File: config.mk
export PLATFORM = sky130hd
export DESIGN_NAME = gb_mem_arbiter_flat
export DESIGN_NICKNAME = d
export VERILOG_FILES = /design/src/rtl/gb_mem_pkg.sv /design/src/rtl/gb_mem_if.sv /design/src/rtl/rom_word_buf.sv /design/src/rtl/gb_mem_arbiter.sv /design/src/flat_wrapper.sv
export SDC_FILE = /design/constraint.sdc
export NUM_CORES = 1
export LEC_CHECK = 0
export CORE_ASPECT_RATIO = 0.8
export CORE_MARGIN = 2
export CORE_UTILIZATION = 30
export CTS_CLUSTER_SIZE = 14
export DETAILED_ROUTE_END_ITERATION = 8
export GPL_ROUTABILITY_DRIVEN = 0
export GPL_TIMING_DRIVEN = 1
export PLACE_DENSITY = 0.49
export SETUP_SLACK_MARGIN = 0.1
export SYNTH_ARGS = -nofsm -noshare
export SYNTH_HDL_FRONTEND = slang
export SYNTH_SLANG_ARGS = --single-unit
File: constraint.sdc
create_clock -name clk -period 4.7 [get_ports clk]
set_input_delay 0.47 -clock clk [delete_from_list [all_inputs] [get_ports clk]]
set_output_delay 0.47 -clock clk [all_outputs]
set_load 0.05 [all_outputs]
File: src/rtl/gb_mem_pkg.sv
// Shared types and defaults for the Game Boy memory arbiter.
package gb_mem_pkg;

    localparam int          MEM_AW_DEF  = 25;
    localparam logic [24:0] BK_BASE_DEF = 25'h1F0_0000;

    typedef enum logic [1:0] {IDLE, ISSUE, WAIT, DONE} state_t;
    typedef enum logic [1:0] {G_ROM, G_DL, G_BK} grant_t;

endpackage

File: src/rtl/gb_mem_if.sv
// 16-bit external memory port shared by ROM fetch, download and backup traffic.
interface gb_mem_if
    import gb_mem_pkg::*;
#(
    parameter int MEM_AW = MEM_AW_DEF
);
    logic [MEM_AW-1:0] mem_addr;
    logic              mem_req;
    logic              mem_we;
    logic [15:0]       mem_wdata;
    logic [15:0]       mem_rdata;
    logic              mem_ack;

    modport master (
        output mem_addr, mem_req, mem_we, mem_wdata,
        input  mem_rdata, mem_ack
    );

    modport slave (
        input  mem_addr, mem_req, mem_we, mem_wdata,
        output mem_rdata, mem_ack
    );
endinterface

File: src/rtl/rom_word_buf.sv
// One-word ROM read buffer: tag compare, byte select and download invalidation.
module rom_word_buf (
    input  logic        clk,
    input  logic        reset,
    input  logic [22:0] rom_addr,
    input  logic        rom_rd,
    input  logic        fill,
    input  logic [21:0] fill_tag,
    input  logic [15:0] fill_word,
    input  logic        inval,
    input  logic [23:0] inval_addr,
    output logic        miss,
    output logic [7:0]  rom_di,
    output logic        rom_ready
);
    logic [21:0] tag;
    logic [15:0] word;
    logic        valid;
    logic        hit;
    logic        inval_hit;

    assign hit  = rom_rd && valid && (tag == rom_addr[22:1]);
    assign miss = rom_rd && !hit;

    // Compare against the tag that will be current after this edge, so a
    // download landing on a word being filled right now still kills it.
    assign inval_hit = inval && (inval_addr == {2'b00, (fill ? fill_tag : tag)});

    always_ff @(posedge clk or posedge reset) begin
        if (reset) begin
            valid <= 1'b0;
        end else if (inval_hit) begin
            valid <= 1'b0;
        end else if (fill) begin
            valid <= 1'b1;
        end
    end

    // NOTE: tag and word carry no reset; valid alone decides whether they mean anything.
    always_ff @(posedge clk) begin
        if (fill) begin
            tag  <= fill_tag;
            word <= fill_word;
        end
    end

    always_ff @(posedge clk or posedge reset) begin
        if (reset) begin
            rom_di    <= 8'h00;
            rom_ready <= 1'b0;
        end else begin
            rom_ready <= hit;
            if (hit) begin
                rom_di <= rom_addr[0] ? word[15:8] : word[7:0];
            end
        end
    end
endmodule

File: src/rtl/gb_mem_arbiter.sv
// Sequences ROM fetch, ROM download and backup-RAM accesses onto one memory port.
module gb_mem_arbiter
    import gb_mem_pkg::*;
#(
    parameter int              MEM_AW  = MEM_AW_DEF,
    parameter logic [MEM_AW-1:0] BK_BASE = MEM_AW'(BK_BASE_DEF)
) (
    input  logic        clk,
    input  logic        reset,
    input  logic [22:0] rom_addr,
    input  logic        rom_rd,
    output logic [7:0]  rom_di,
    output logic        rom_ready,
    input  logic        dl_wr,
    input  logic [24:0] dl_addr,
    input  logic [15:0] dl_data,
    output logic        dl_wait,
    output logic        dl_overflow,
    input  logic        bk_req,
    input  logic        bk_we,
    input  logic [16:0] bk_addr,
    input  logic [15:0] bk_wdata,
    output logic [15:0] bk_rdata,
    output logic        bk_ack,
    gb_mem_if.master    mem
);
    state_t      state;
    grant_t      grant;
    logic [21:0] fill_tag;
    logic [23:0] dl_waddr;
    logic [15:0] dl_wdata;
    logic        rom_miss;
    logic        rom_fill;
    logic        dl_done;
    logic        unused_dl_lsb;

    assign unused_dl_lsb = dl_addr[0];

    assign rom_fill = (state == WAIT) && mem.mem_ack && (grant == G_ROM);
    assign dl_done  = (state == WAIT) && mem.mem_ack && (grant == G_DL);

    rom_word_buf u_buf (
        .clk        (clk),
        .reset      (reset),
        .rom_addr   (rom_addr),
        .rom_rd     (rom_rd),
        .fill       (rom_fill),
        .fill_tag   (fill_tag),
        .fill_word  (mem.mem_rdata),
        .inval      (dl_wr),
        .inval_addr (dl_addr[24:1]),
        .miss       (rom_miss),
        .rom_di     (rom_di),
        .rom_ready  (rom_ready)
    );

    // A strobe while the holding register is still busy is dropped and remembered.
    always_ff @(posedge clk or posedge reset) begin
        if (reset) begin
            dl_wait     <= 1'b0;
            dl_overflow <= 1'b0;
            dl_waddr    <= '0;
            dl_wdata    <= '0;
        end else begin
            if (dl_wr && dl_wait) begin
                dl_overflow <= 1'b1;
            end
            if (dl_wr && !dl_wait) begin
                dl_wait  <= 1'b1;
                dl_waddr <= dl_addr[24:1];
                dl_wdata <= dl_data;
            end else if (dl_done) begin
                dl_wait <= 1'b0;
            end
        end
    end

    // NOTE: every register here uses <= so each branch sees pre-edge values of the others.
    always_ff @(posedge clk or posedge reset) begin
        if (reset) begin
            state         <= IDLE;
            grant         <= G_ROM;
            fill_tag      <= '0;
            mem.mem_addr  <= '0;
            mem.mem_req   <= 1'b0;
            mem.mem_we    <= 1'b0;
            mem.mem_wdata <= '0;
            bk_rdata      <= '0;
            bk_ack        <= 1'b0;
        end else begin
            bk_ack <= 1'b0;
            case (state)
                IDLE: begin
                    if (rom_miss) begin
                        grant         <= G_ROM;
                        fill_tag      <= rom_addr[22:1];
                        mem.mem_addr  <= MEM_AW'(rom_addr[22:1]);
                        mem.mem_we    <= 1'b0;
                        state         <= ISSUE;
                    end else if (dl_wait) begin
                        grant         <= G_DL;
                        mem.mem_addr  <= MEM_AW'(dl_waddr);
                        mem.mem_we    <= 1'b1;
                        mem.mem_wdata <= dl_wdata;
                        state         <= ISSUE;
                    end else if (bk_req) begin
                        grant         <= G_BK;
                        mem.mem_addr  <= BK_BASE + MEM_AW'(bk_addr);
                        mem.mem_we    <= bk_we;
                        mem.mem_wdata <= bk_wdata;
                        state         <= ISSUE;
                    end
                end
                ISSUE: begin
                    mem.mem_req <= 1'b1;
                    state       <= WAIT;
                end
                WAIT: begin
                    if (mem.mem_ack) begin
                        mem.mem_req <= 1'b0;
                        if (grant == G_BK) begin
                            bk_ack <= 1'b1;
                            if (!mem.mem_we) begin
                                bk_rdata <= mem.mem_rdata;
                            end
                        end
                        state <= DONE;
                    end
                end
                DONE: begin
                    state <= IDLE;
                end
                default: begin
                    state <= IDLE;
                end
            endcase
        end
    end
endmodule

File: src/flat_wrapper.sv
// flat-port wrapper written by rule: the top's interface ports become plain ports
module gb_mem_arbiter_flat import gb_mem_pkg::*;
#(
    parameter int              MEM_AW  = MEM_AW_DEF,
    parameter logic [MEM_AW-1:0] BK_BASE = MEM_AW'(BK_BASE_DEF)
)
  (clk, reset, rom_addr, rom_rd, rom_di, rom_ready, dl_wr, dl_addr, dl_data, dl_wait, dl_overflow, bk_req, bk_we, bk_addr, bk_wdata, bk_rdata, bk_ack, mem_mem_addr, mem_mem_req, mem_mem_we, mem_mem_wdata, mem_mem_rdata, mem_mem_ack);
  gb_mem_if #(.MEM_AW(MEM_AW)) mem_i ();
  input  logic clk;
  input  logic reset;
  input  logic [22:0] rom_addr;
  input  logic rom_rd;
  output logic [7:0] rom_di;
  output logic rom_ready;
  input  logic dl_wr;
  input  logic [24:0] dl_addr;
  input  logic [15:0] dl_data;
  output logic dl_wait;
  output logic dl_overflow;
  input  logic bk_req;
  input  logic bk_we;
  input  logic [16:0] bk_addr;
  input  logic [15:0] bk_wdata;
  output logic [15:0] bk_rdata;
  output logic bk_ack;
  output wire logic [$bits(mem_i.mem_addr)-1:0] mem_mem_addr;
  output wire logic [$bits(mem_i.mem_req)-1:0] mem_mem_req;
  output wire logic [$bits(mem_i.mem_we)-1:0] mem_mem_we;
  output wire logic [$bits(mem_i.mem_wdata)-1:0] mem_mem_wdata;
  input wire logic [$bits(mem_i.mem_rdata)-1:0] mem_mem_rdata;
  input wire logic [$bits(mem_i.mem_ack)-1:0] mem_mem_ack;
  assign mem_mem_addr = mem_i.mem_addr;
  assign mem_mem_req = mem_i.mem_req;
  assign mem_mem_we = mem_i.mem_we;
  assign mem_mem_wdata = mem_i.mem_wdata;
  assign mem_i.mem_rdata = mem_mem_rdata;
  assign mem_i.mem_ack = mem_mem_ack;
  gb_mem_arbiter #(.MEM_AW(MEM_AW), .BK_BASE(BK_BASE)) u_core (.clk(clk), .reset(reset), .rom_addr(rom_addr), .rom_rd(rom_rd), .rom_di(rom_di), .rom_ready(rom_ready), .dl_wr(dl_wr), .dl_addr(dl_addr), .dl_data(dl_data), .dl_wait(dl_wait), .dl_overflow(dl_overflow), .bk_req(bk_req), .bk_we(bk_we), .bk_addr(bk_addr), .bk_wdata(bk_wdata), .bk_rdata(bk_rdata), .bk_ack(bk_ack), .mem(mem_i));
endmodule
# Yosys cells after proc, flatten, opt, wreduce, memory -nomap -nowiden
# Index checks and enable logic that the tools add are counted.
op_classes:
  n_addsub: 1
  n_eq_ne: 9
  n_mux: 27
  bitwise_logic: 2
  n_reduce_logical: 24
ops:
  columns: ["operator", "count"]
  rows:
  - ["2-to-1 mux 25 bit", 3]
  - ["2-to-1 mux 16 bit", 2]
  - ["== test 24 x 22 -> 1 bit", 1]
  - ["adder 21 x 18 -> 22 bit (first input constant)", 1]
  - ["== test 22 bit", 1]
  - ["2-to-1 mux 22 bit", 1]
  - ["2-to-1 mux 2 bit", 7]
  - ["2-to-1 mux 1 bit", 11]
  - ["logical AND 1 bit", 9]
  - ["2-to-1 mux 8 bit", 1]
  - ["one-hot mux 2 bit (4 select lines)", 1]
  - ["AND reduction 2 bit", 4]
  - ["nonzero test 2 bit", 4]
  - ["== test 2 bit (second input constant)", 3]
  - ["== test 2 x 1 -> 1 bit (second input constant)", 2]
  - ["zero test 2 bit", 2]
  - ["!= test 4 x 2 -> 1 bit (second input constant)", 1]
  - ["AND reduction 4 bit", 1]
  - ["AND reduction 3 bit", 1]
  - ["nonzero test 3 bit", 1]
  - ["zero test 1 bit", 2]
  - ["!= test 2 bit (second input constant)", 1]
  - ["NOT 1 bit", 2]
  - ["one-hot mux 1 bit (2 select lines)", 1]
totals:
  reg_bits: 176
  in_bits: 120
  out_inout_bits: 71
  word_cells: 81

# Depth between registers and ports, before layout
depth:
  ltp_word: 7
  mapped_depth: 9

# Hierarchy
# A second synthesis with hierarchy kept.
unflattened:
  hier_cells: 550
  hier_area_um2: 7638.6
modules_own_cells:
  columns: ["mod", "instances", "cells_each", "area_per_inst_um2"]
  rows:
  - ["gb_mem_arbiter", 1, 393, 5491.5]
  - ["rom_word_buf", 1, 157, 2147.1]

# Least setup slack after synthesis
# Ideal clock, no wire load.
synth_timing:
  kind: "flip-flop to flip-flop"
  from: "register u_core.state[0]"
  to: "register u_core.u_buf.tag[17]"
  setup_ns: 0.121
  arrival_time_ns: 2.487
  slack_ns: 2.092
  path_stages_with_launch: 7
  path_buffers: 2
  period_less_slack_ns: 2.608
  path_cell_list: "dfrtp_1 inv_1 ha_1 nor4bb_1 clkbuf_1 buf_1 mux2_2"
synth_between:
  elab_chain_len: 4
synth_rtl:
  columns: ["element", "line", "source"]
  rows:
  - ["from (decl)", "gb_mem_arbiter.sv:27", "state_t state;"]
  - ["from (signal assigned)", "gb_mem_arbiter.sv:81", "state <= IDLE;"]
  - ["from (signal assigned)", "gb_mem_arbiter.sv:99", "state <= ISSUE;"]
  - ["from (signal assigned)", "gb_mem_arbiter.sv:105", "state <= ISSUE;"]
  - ["== test 2 bit", "gb_mem_arbiter.sv:39", "assign rom_fill = (state == WAIT) && mem.mem_ack && (grant == G_ROM);"]
  - ["logical AND 1 bit (2 in a row)", "gb_mem_arbiter.sv:39", null]
  - ["2-to-1 mux 22 bit", null, null]
  - ["to (signal assigned)", "rom_word_buf.sv:42", "tag <= fill_tag;"]
  - ["to (decl)", "rom_word_buf.sv:16", "logic [21:0] tag;"]
# Every way passes these cells.
# A chain may end at the register's enable or synchronous reset.

# Worst setup path after layout
layout_timing:
  from: "input port rom_addr[8]"
  to: "register u_core.mem.mem_wdata[7]"
layout_between:
  elab_chain_len: 6
layout_rtl:
  columns: ["element", "line", "source"]
  rows:
  - ["from (decl)", "flat_wrapper.sv:11", "input logic [22:0] rom_addr;"]
  - ["== test 22 bit", "rom_word_buf.sv:22", "assign hit = rom_rd && valid && (tag == rom_addr[22:1]);"]
  - ["logical AND 1 bit", "rom_word_buf.sv:22", null]
  - ["zero test 1 bit", "rom_word_buf.sv:23", "assign miss = rom_rd && !hit;"]
  - ["logical AND 1 bit", "rom_word_buf.sv:23", null]
  - ["NOT 1 bit (no line)", null, null]
  - ["AND reduction 3 bit (no line)", null, null]
  - ["to (signal assigned)", "gb_mem_arbiter.sv:104", "mem.mem_wdata <= dl_wdata;"]
  - ["to (signal assigned)", "gb_mem_arbiter.sv:110", "mem.mem_wdata <= bk_wdata;"]
  - ["to (decl)", "gb_mem_if.sv:15", "output mem_addr, mem_req, mem_we, mem_wdata,"]
# Every way passes these cells.

==> results.json <==
{
  "synth_compound_area_frac": 0.0787,
  "vias": 5633,
  "syn_nets": 739,
  "setup_viol": 0,
  "area_growth_pct": 37.0,
  "dieHeight_um": 149,
  "firstDrtPassIters": 4,
  "rsz0062_at_grt": "no",
  "min_path_type": "reg2reg",
  "synth_top_area_share": 0.438,
  "synth_ff_type": "dfrtp_1",
  "outcome": "complete, no violations",
  "period_share": 0.713,
  "syn_inst": 615,
  "drive_gt1_frac": 0.221,
  "core_area_um2": 25500,
  "synth_xor_area_frac": 0.0525,
  "async_reset_ff_frac": 0.783,
  "cts.clk_slew.worst_paths_ns": 0.07,
  "synth.area.top_cells": "dfrtp_1 44%, mux2_2 18%, edfxtp_1 6.1%",
  "antenna_found_initial": 0,
  "slowest_delay_ns": 0.59,
  "yosysMostFrequentCell": "dfrtp_1",
  "drc": 0,
  "route.met3.wl_um": 999,
  "min_period_ns": 3.35,
  "tightestPinTransition_ns": 1.09,
  "cap_violations": 0,
  "post_cts_buffers": 0,
  "synth_top_family_by_area": "multiplexers",
  "final_nets": 922,
  "wl_met1_um": 10900,
  "ys_seq_area_frac": 0.555,
  "wire_per_inst_um": 20.3,
  "drtIter0Drc": 285,
  "holdBufCountCts": 0,
  "crit_fanout": 18,
  "grt_max_degree": 78,
  "crit_family": "simple AND/OR/NAND/NOR gates",
  "power.density_nw_per_um2": 680,
  "required_ns": 5.02,
  "drtAntennaViolNets": 0,
  "cts_tree": "yes",
  "clock_skew_ns": 0.0234,
  "clockBufferDepth": 2,
  "n_antenna_cell": 0,
  "ir_drop_mv": 0.246,
  "synthSimpleGateAreaFrac": 0.0628,
  "h-tree-depth": 4,
  "final_area_um2": 10700,
  "crit_slowest_cell": "nor4_1",
  "start_kind": "input port",
  "grt_use_total": 0.175,
  "ys_types": 52,
  "route.met2.wl_um": 11300,
  "slew_headroom": 0.272,
  "tns_ns": 0,
  "port_buffers": 189,
  "cts.sinks": 175,
  "initial_core_util": 0.307,
  "synthMuxAreaShare": 0.220,
  "rows": 52,
  "synth_area_leader_cell": "dfrtp_1",
  "synth_common_cells": "137 x dfrtp_1, 128 x mux2_2, 36 x o21ai_0",
  "synth-edff-count": 16,
  "grt_pass1_vias": 6028,
  "grt_pass1_wl_um": 36000,
  "criticalPathCategory": "in2reg",
  "cts_buffers": 17,
  "grt_overflow": 0,
  "drt_wl_total_um": 23600,
  "fin_util": 0.421,
  "placed_area_um2": 10100,
  "ys_seq_elements": 175,
  "clk_latency_ns": 0.43,
  "cts_resized": 0,
  "cp-end-kind": "flip-flop",
  "routed.top_layer": "met4",
  "slew_violations": 0,
  "yosysWarnings": 0,
  "crit_buf_inv": 2,
  "synth_area_per_cell_um2": 12.7,
  "max_freq_mhz": 299,
  "cts-root-buf": "clkbuf_16",
  "fp.dieW_um": 185,
  "dp_hpwl_um": 16900,
  "path_cells": "clkdlybuf4s50_1 -> and2b_1 -> nor4_1 -> nand4_1 -> o31ai_2 -> buf_4 -> nand3_1 -> o21ai_0",
  "synth-adder-area-share": 0.00639,
  "viasPerCell": 4.85,
  "arrival_ns": 3.67,
  "ioPinCount": 191,
  "fin_cells": 1162,
  "dieArea_um2": 27400,
  "hold_violations": 0,
  "syn_area_um2": 7840,
  "p_leak_nw": 4.41,
  "placed_cells": 1130
}
-- registers in the layout, summed over array words and instances (netlist names) --
name                    flops
u_core.u_buf.word          16
u_core.mem.mem_we           1
u_core.dl_overflow          1
u_core.grant                2
u_core.dl_waddr            24
u_core.bk_rdata            16
u_core.mem.mem_wdata       16
u_core.u_buf.rom_di         8
u_core.dl_wait              1
u_core.u_buf.valid          1
u_core.bk_ack               1
u_core.state                2
u_core.u_buf.tag           22
u_core.fill_tag            22
u_core.mem.mem_addr        24
u_core.u_buf.rom_ready      1
u_core.dl_wdata            16
u_core.mem.mem_req          1
-- power breakdown --
group | internal [W] | switching (W) | total [W]
Clock | 0.000850 | 0.000636 | 0.00149
Sequential | 0.00218 | 0.000424 | 0.00260
Combinational | 0.00136 | 0.00184 | 0.00321
-- cell families (layout without fill, tap and decap cells) --
kind of cell             after synthesis  after routing
buffers and inverters                 45            241
XOR/XNOR                              47             47
AO/OA/AOI/OAI                         97             97
adder cells (fa/ha/maj)                4              4
AND/OR/NAND/NOR                       91             91
multiplexers                         156            156
flip-flops                           175            175
-- per-stage QoR --
step / total power [W] / setup WS, ns / hold WS, ns
6_report: 0.00730 / 1.35 / 0.455
5_1_grt: 0.00770 / 1.11 / 0.492
4_1_cts: 0.00738 / 1.40 / 0.461
3_5_place_dp: 0.00586 / 0.989 / 0.445
3_3_place_gp: 0.00576 / 1.24 / 0.444
2_1_floorplan: 0.00475 / 0.562 / 0.459
-- placed cells by master (no fill, tap or decap), types with 14 or more instances in the layout --
| cell | count |
|---|---|
| a21oi_1 | 20 |
| edfxtp_1 | 16 |
| dfrtp_1 | 136 |
| nand2_1 | 20 |
| mux2i_1 | 27 |
| xor2_1 | 26 |
| dfxtp_1 | 22 |
| clkdlybuf4s50_1 | 189 |
| clkbuf_16 | 17 |
| xnor2_1 | 21 |
| nor3_1 | 14 |
| o21ai_0 | 36 |
| mux2_2 | 128 |
-- final timing paths --
check	startpoint	endpoint	slack, ns	depth (start not counted)
max in group asynchronous	reset	u_core.fill_tag[0]$_DFFE_PP0P_	3.22	3
setup reg to reg	u_core.u_buf.tag[7]$_DFF_P_	u_core.mem.mem_wdata[7]$_DFFE_PP0P_	1.58	7
min in group asynchronous	reset	u_core.bk_rdata[13]$_DFFE_PP0P_	0.56	2
hold / removal	u_core.dl_overflow$_DFFE_PP0P_	u_core.dl_overflow$_DFFE_PP0P_	0.46	1
hold reg to reg	u_core.dl_overflow$_DFFE_PP0P_	u_core.dl_overflow$_DFFE_PP0P_	0.46	1
setup / recovery	rom_addr[8]	u_core.mem.mem_wdata[7]$_DFFE_PP0P_	1.35	8
-- cell type report --
cell class | count | area, µm²
clock buffer | 19 | 433
multi-input combinational | 395 | 3320
timing repair buffer | 199 | 1970
inverter | 10 | 42.5
sequential | 175 | 4350
tap | 351 | 439
fill | 2403 | 14800
clock inverter | 13 | 175
-- metal layers --
metal / up-vias / track usage
li1: 2588 / -
met4: 0 / 0.0552
met1: 2901 / 0.242
met2: 122 / 0.283
met3: 22 / 0.0289
met5: - / 0
Note: power is estimated with default switching activity, not from simulation.
